### config.mk
export PLATFORM = sky130hd
export DESIGN_NAME = roic_line_sequencer_flat
export DESIGN_NICKNAME = d
export VERILOG_FILES = /design/src/rtl/roic_line_sequencer_if.sv /design/src/rtl/roic_line_sequencer.sv /design/src/flat_wrapper.sv
export SDC_FILE = /design/constraint.sdc
export NUM_CORES = 1
export LEC_CHECK = 0
export ABC_AREA = 1
export CAP_MARGIN = 0
export CORE_MARGIN = 3
export CORE_UTILIZATION = 56
export CTS_BUF_LIST = sky130_fd_sc_hd__clkbuf_8
export DETAILED_ROUTE_END_ITERATION = 6
export HOLD_SLACK_MARGIN = 0.1
export PLACE_DENSITY = 0.87
export SYNTH_ARGS = -nofsm -noshare
export SYNTH_HDL_FRONTEND = slang
export SYNTH_SLANG_ARGS = --single-unit
### constraint.sdc
create_clock -name clk -period 4.8 [get_ports clk]
set_clock_uncertainty 0.05 [all_clocks]
set_input_delay 0.72 -clock clk [delete_from_list [all_inputs] [get_ports clk]]
set_output_delay 0.72 -clock clk [all_outputs]
set_load 0.03 [all_outputs]
### src/rtl/roic_line_sequencer_if.sv
// Detector-to-sequencer stream and readout results for the ROIC line sequencer.
// The sequencer takes the slave view; whoever feeds it takes the master view.
interface roic_line_sequencer_if;
    logic        capture_en;
    logic        word_valid;
    logic [23:0] word_data;
    logic        first_sample_pulse;
    logic        ch_valid;
    logic [15:0] ch_data;
    logic [9:0]  ch_index;
    logic        line_done;
    logic [15:0] line_count;
    logic        sync_err;
    logic [1:0]  seq_state;

    modport master (
        output capture_en, word_valid, word_data, first_sample_pulse,
        input  ch_valid, ch_data, ch_index, line_done, line_count, sync_err, seq_state
    );

    modport slave (
        input  capture_en, word_valid, word_data, first_sample_pulse,
        output ch_valid, ch_data, ch_index, line_done, line_count, sync_err, seq_state
    );
endinterface

### src/rtl/roic_line_sequencer.sv
// Splits the aligned detector word stream into per-channel samples, one readout line at a time,
// with line-sync tracking, sync timeout and mid-line resync.
//
//  state     | meaning
//  IDLE      | capture disabled, waiting for capture_en
//  WAIT_SYNC | armed, waiting for first_sample_pulse; timeout counter running
//  CAPTURE   | accepting words as channels 0..NUM_CH-1
//  DONE      | one-cycle gap after the last channel of a line
module roic_line_sequencer #(
    parameter int NUM_CH       = 256,
    parameter int SYNC_TIMEOUT = 4096
) (
    input logic                    clk,
    input logic                    rst_n,
    roic_line_sequencer_if.slave   bus
);
    localparam logic [1:0] ST_IDLE      = 2'd0;
    localparam logic [1:0] ST_WAIT_SYNC = 2'd1;
    localparam logic [1:0] ST_CAPTURE   = 2'd2;
    localparam logic [1:0] ST_DONE      = 2'd3;

    localparam logic [9:0]  LAST_CH = 10'(NUM_CH - 1);
    localparam logic [15:0] TO_LAST = 16'(SYNC_TIMEOUT - 1);

    logic [1:0]  state;
    logic [9:0]  ch_cnt;
    logic [15:0] to_cnt;
    logic        ch_valid_q;
    logic [15:0] ch_data_q;
    logic [9:0]  ch_index_q;
    logic        line_done_q;
    logic [15:0] line_count_q;
    logic        sync_err_q;
    logic        accept_last;
    logic        unused_word_lsb;

    // Low byte of the aligned word carries no sample information.
    assign unused_word_lsb = ^bus.word_data[7:0];

    assign accept_last = bus.word_valid && (ch_cnt == LAST_CH);

    always_ff @(posedge clk) begin
        if (!rst_n) begin
            state        <= ST_IDLE;
            ch_cnt       <= '0;
            to_cnt       <= '0;
            ch_valid_q   <= 1'b0;
            ch_data_q    <= '0;
            ch_index_q   <= '0;
            line_done_q  <= 1'b0;
            line_count_q <= '0;
            sync_err_q   <= 1'b0;
        end else begin
            ch_valid_q  <= 1'b0;
            line_done_q <= 1'b0;
            sync_err_q  <= 1'b0;
            case (state)
                ST_IDLE: begin
                    to_cnt <= '0;
                    if (bus.capture_en) state <= ST_WAIT_SYNC;
                end
                ST_WAIT_SYNC: begin
                    if (bus.first_sample_pulse) begin
                        state  <= ST_CAPTURE;
                        ch_cnt <= '0;
                        to_cnt <= '0;
                    end else if (!bus.capture_en) begin
                        state  <= ST_IDLE;
                        to_cnt <= '0;
                    end else if (to_cnt == TO_LAST) begin
                        sync_err_q <= 1'b1;
                        to_cnt     <= '0;
                    end else begin
                        to_cnt <= to_cnt + 16'd1;
                    end
                end
                ST_CAPTURE: begin
                    to_cnt <= '0;
                    // A sync coinciding with the last channel is the next line starting on time.
                    if (accept_last) begin
                        ch_valid_q   <= 1'b1;
                        ch_data_q    <= bus.word_data[23:8];
                        ch_index_q   <= ch_cnt;
                        line_done_q  <= 1'b1;
                        line_count_q <= line_count_q + 16'd1;
                        ch_cnt       <= '0;
                        if (!(bus.first_sample_pulse && bus.capture_en)) state <= ST_DONE;
                    end else if (bus.first_sample_pulse) begin
                        sync_err_q <= 1'b1;
                        ch_cnt     <= '0;
                    end else if (bus.word_valid) begin
                        ch_valid_q <= 1'b1;
                        ch_data_q  <= bus.word_data[23:8];
                        ch_index_q <= ch_cnt;
                        ch_cnt     <= ch_cnt + 10'd1;
                    end
                end
                default: begin
                    to_cnt <= '0;
                    state  <= bus.capture_en ? ST_WAIT_SYNC : ST_IDLE;
                end
            endcase
        end
    end

    assign bus.ch_valid   = ch_valid_q;
    assign bus.ch_data    = ch_data_q;
    assign bus.ch_index   = ch_index_q;
    assign bus.line_done  = line_done_q;
    assign bus.line_count = line_count_q;
    assign bus.sync_err   = sync_err_q;
    assign bus.seq_state  = state;
endmodule

### src/flat_wrapper.sv
// flat-port wrapper written by rule: the top's interface ports become plain ports
module roic_line_sequencer_flat 
#(
    parameter int NUM_CH       = 256,
    parameter int SYNC_TIMEOUT = 4096
)
  (clk, rst_n, bus_capture_en, bus_word_valid, bus_word_data, bus_first_sample_pulse, bus_ch_valid, bus_ch_data, bus_ch_index, bus_line_done, bus_line_count, bus_sync_err, bus_seq_state);
  roic_line_sequencer_if bus_i ();
  input logic clk;
  input logic rst_n;
  input wire logic [$bits(bus_i.capture_en)-1:0] bus_capture_en;
  input wire logic [$bits(bus_i.word_valid)-1:0] bus_word_valid;
  input wire logic [$bits(bus_i.word_data)-1:0] bus_word_data;
  input wire logic [$bits(bus_i.first_sample_pulse)-1:0] bus_first_sample_pulse;
  output wire logic [$bits(bus_i.ch_valid)-1:0] bus_ch_valid;
  output wire logic [$bits(bus_i.ch_data)-1:0] bus_ch_data;
  output wire logic [$bits(bus_i.ch_index)-1:0] bus_ch_index;
  output wire logic [$bits(bus_i.line_done)-1:0] bus_line_done;
  output wire logic [$bits(bus_i.line_count)-1:0] bus_line_count;
  output wire logic [$bits(bus_i.sync_err)-1:0] bus_sync_err;
  output wire logic [$bits(bus_i.seq_state)-1:0] bus_seq_state;
  assign bus_i.capture_en = bus_capture_en;
  assign bus_i.word_valid = bus_word_valid;
  assign bus_i.word_data = bus_word_data;
  assign bus_i.first_sample_pulse = bus_first_sample_pulse;
  assign bus_ch_valid = bus_i.ch_valid;
  assign bus_ch_data = bus_i.ch_data;
  assign bus_ch_index = bus_i.ch_index;
  assign bus_line_done = bus_i.line_done;
  assign bus_line_count = bus_i.line_count;
  assign bus_sync_err = bus_i.sync_err;
  assign bus_seq_state = bus_i.seq_state;
  roic_line_sequencer #(.NUM_CH(NUM_CH), .SYNC_TIMEOUT(SYNC_TIMEOUT)) u_core (.clk(clk), .rst_n(rst_n), .bus(bus_i));
endmodule
# --- After elaboration in Yosys (flattened, before gate mapping) ---
# Cells that the tools add are included.
op_classes:
  add_sub_neg: 3
  n_eq_ne: 11
  muxes: 28
  n_bitwise: 3
  n_reduce_logical: 11
ops:
  columns: ["cell", "count"]
  rows:
  - ["$mux 10", 7]
  - ["$mux 16", 3]
  - ["$add 16x1->16 const B", 2]
  - ["$pmux 10 s2", 1]
  - ["$eq 16x12->1 const B", 1]
  - ["$add 10x1->10 const B", 1]
  - ["$eq 10x8->1 const B", 1]
  - ["$mux 1", 10]
  - ["$mux 2", 5]
  - ["$ne 2x2->1 const B", 3]
  - ["$pmux 2 s3", 1]
  - ["$reduce_and 3->1", 2]
  - ["$reduce_or 5->1", 1]
  - ["$ne 2x1->1 const B", 2]
  - ["$ne 4x3->1 const B", 1]
  - ["$reduce_and 2->1", 2]
  - ["$reduce_and 4->1", 1]
  - ["$reduce_bool 2->1", 2]
  - ["$ne 3x3->1 const B", 1]
  - ["$not 1->1", 3]
  - ["$eq 2x1->1 const B", 1]
  - ["$eq 2x2->1 const B", 1]
  - ["$logic_and 1x1->1", 2]
  - ["$logic_not 2->1", 1]
  - ["$pmux 1 s2", 1]
totals:
  register_bits: 73
  output_inout_bits: 47
  word_cells: 65

# --- Logic depth before layout (Yosys ltp) ---
logic_depth:
  ltp_word: 5
  ltp_mapped: 12
  ltp_nobuf: 10

# --- Worst setup path after synthesis ---
# Ideal clock, no wire load.
synth_path:
  path_kind: "register -> register"
  from: "register u_core.state[0] (netlist: u_core.bus.seq_state[0])"
  to: "register u_core.ch_cnt[0]"
  setup_ns: 0.068
  t_arrival_ns: 1.777
  slack_ns: 2.905
  path_stages_with_launch: 12
  period_less_slack_ns: 1.895
  cell_sequence: "dfxtp_1 -> inv_1 -> ha_1 -> buf_4 -> inv_1 -> nand2_1 -> nand2_1 -> nand2_1 -> buf_2 -> o21ai_0 -> nand2_1 -> nor2_1"
synth_via:
  elab_chain_len: 3
  word_cells_on_any_way: 7
  classes_between: "eq/ne: 4; mux: 1; reduce/logical: 2"
synth_rtl:
  columns: ["item", "line_no", "text"]
  rows:
  - ["from (decl)", "roic_line_sequencer.sv:25", "logic [1:0] state;"]
  - ["from (signal assigned)", "roic_line_sequencer.sv:100", "state <= bus.capture_en ? ST_WAIT_SYNC : ST_IDLE;"]
  - ["$eq 2x2->1 or $eq 2x1->1 (tied branches)", "roic_line_sequencer.sv:57", "case (state)"]
  - ["$ne 4x3->1 (no line), or another cell as far along", null, null]
  - ["$reduce_and 3->1 (no line)", null, null]
  - ["to (signal assigned)", "roic_line_sequencer.sv:95", "ch_cnt <= ch_cnt + 10'd1;"]
  - ["to (decl)", "roic_line_sequencer.sv:26", "logic [9:0] ch_cnt;"]
# Parallel ways exist; a longest one is shown, timed or not.
# A chain may end at the register's enable or synchronous reset.

==> results.tsv <==
metric	value	unit
outcome	completed	
maxSlewViolCount	0	
fin_setup_tns	0	ns
cts_max_path_buffers	2	
grt_pass1_vias	2878	
power_switching_share	26.4	%
clk_pin_slew	0.07	ns
ys_seq_area_share	43.2	%
grt_max_degree	28	
crit_start	rst_n	
netlist_instances	464	
reg2reg_depth	9	
place_congestion	0.878	
core-area	5680	um2
wirelength	7.41	mm
grt_usage	21.9	%
yosysTopAreaCell	dfxtp_1	
p_per_area	310	nW/um2
seqPwrFrac	47.9	%
synthTopCellsByArea	dfxtp_1 43%, nand2_1 16%, nor2_1 6.8%	
p_leak	1.47	nW
power.total	1.32	mW
cts_tree	built	
cts_buffers	9	
cp-endpoint	u_core.bus.line_count[13]	
endpoint_kind	flip-flop	
grt_pass1_wl	12.7	mm
initial_utilization	59.6	%
clock-sinks	73	
root_buffer	clkbuf_8	
min_period_over_period	48.4	%
crit_fanout	23	
rows	27	
drt-initial-drc-count	189	
ant_nets	0	
ir_worst_vdd	197	uV
n_antenna_cell	0	
die_x	83.7	um
synth.net_count	500	
worstMarginPinSlew	0.487	ns
yosysMostFrequentCell	nand2_1	
slew_headroom	67.5	%
multi_input_area	1680	um2
reg2reg_slack	2.67	ns
die_h	83.7	um
p_switching	350	uW
h-tree-depth	3	
regArea	1460	um2
clock_latency	0.34	ns
syn_area	3380	um2
fin_area	4270	um2
whs_path_depth	1	
io_pins	76	
dpl.hpwl	5.25	mm
async_flop_share	0	%
overflow	0	
die_area	7010	um2
fmax	430	MHz
drive_gt1_share	7.28	%
cp_data_arrival_time	2.50	ns
fill_cells	422	
yosysWarnings	0	
p_int	974	uW
regToRegStartpoint	u_core.bus.seq_state[0]	
hold_path.class	reg2reg	
hold_viol	0	
yosys_register_bits	73	
synth-edff-count	0	
reg2reg_to	u_core.ch_cnt[3]	
utilization	75.2	%
setup_viol	0	
postCtsSetupBuffers	0	
area_growth	26.3	%
startpoint_type	input port	
pwr-share-clk	38.7	%
drcViolationCount	0	
final_net_count	567	
holdBufCountCts	0	
dpl_cell_area	4060	um2
antenna_found_initial	0	
cap_violations	0	
via_per_inst	5.13	
dr.pass1.iters	4	
io_buffer_count	67	
synth_common_cells	142 x nand2_1, 73 x dfxtp_1, 61 x nor2_1, 38 x inv_1, 35 x a21oi_1	
comb_power_share	13.3	%
cts-resized-gates	0	
synth_area_per_cell	7.29	um2
synth_top_cell_area_share	43.2	%
ys_types	30	
rsz0062_at_grt	no	
period_needed	2.32	ns
hold_slack	0.407	ns
vias	3118	
wl_per_cell	12.2	um
cp.required	4.98	ns
synth_flop_cell	dfxtp_1	
critical_path_class	in2reg	
kinds of logic (layout without fill, tap and decap cells):
kind of cell | after synthesis | count (layout) | synth area share (%)
compound gates | 59 | 59 | 10.3
xor+xnor | 17 | 17 | 4.40
fa+ha+maj | 7 | 7 | 2.59
buf+inv | 51 | 123 | 7.11
flops | 73 | 73 | 43.2
simple gates | 257 | 257 | 32.4
worst min-delay path by stage:
stage | endpoint | startpoint | slack [ns]
6_report | u_core.to_cnt[0] | u_core.to_cnt[0] | 0.41
4_1_cts | u_core.to_cnt[0] | u_core.to_cnt[0] | 0.41
5_1_grt | u_core.to_cnt[0] | u_core.to_cnt[0] | 0.44
3_5_place_dp | u_core.to_cnt[0] | u_core.to_cnt[0] | 0.39
2_1_floorplan | u_core.to_cnt[0] | u_core.to_cnt[0] | 0.37
3_3_place_gp | u_core.to_cnt[0] | u_core.to_cnt[0] | 0.38
sequential cells by signal, summed over array words and instances (netlist names):
signal                 cells
u_core.bus.line_done       1
u_core.bus.ch_data        16
u_core.ch_cnt             10
u_core.bus.ch_valid        1
u_core.bus.seq_state       2
u_core.to_cnt             16
u_core.bus.sync_err        1
u_core.bus.line_count     16
u_core.bus.ch_index       10
cells in the final DEF, fill, tap and decap left out, types with 2 or more instances in the layout:
master,count
a21oi_1,35
a21oi_2,12
bufinv_16,2
clkbuf_8,9
clkdlybuf4s50_1,67
clkinvlp_4,2
dfxtp_1,73
ha_1,7
inv_1,40
nand2_1,142
nand3_1,29
nand3_2,2
nand4_1,5
nor2_1,61
nor2_2,2
nor3_1,7
o21ai_0,10
or2_2,4
xnor2_1,6
xor2_1,11
power by group through the flow:
stage	clock (mW)	combinational, mW	sequential, mW
floorplan	0	0.106	0.664
global placement	0	0.168	0.647
detailed placement	0	0.175	0.648
CTS	0.520	0.176	0.634
global route	0.554	0.197	0.636
finish	0.513	0.176	0.634
metal layers:
layer	up-vias	global-route usage [%]	routed length [um]
met4	0	8.63	149
met1	1413	26.5	3220
li1	1607	-	-
met5	-	0	0
met2	84	37.5	3590
met3	14	5.13	446
metrics by stage:
stage	cells	setup WS, ns
after detailed placement	592	2.10
after global routing	608	2.36
after CTS	608	2.48
after global placement	592	2.14
after floorplan	464	2.91
final	608	2.48
area by class of cell:
class | count | share of cell area (%)
flip-flops and latches | 73 | 34.2
repair buffers | 68 | 15.9
multi-input cells | 340 | 39.3
clock buffers | 9 | 2.90
well taps | 72 | 2.11
clock inverters | 7 | 2.05
inverters | 39 | 3.49
worst max-delay path, stage by stage:
cell             delay [ns]
clkdlybuf4s50_1        0.64
inv_1                  0.49
buf_4                  0.41
nor2_1                 0.10
nand2_1                0.07
a21oi_1                0.05
No activity file was read; power rests on OpenSTA's default activity.
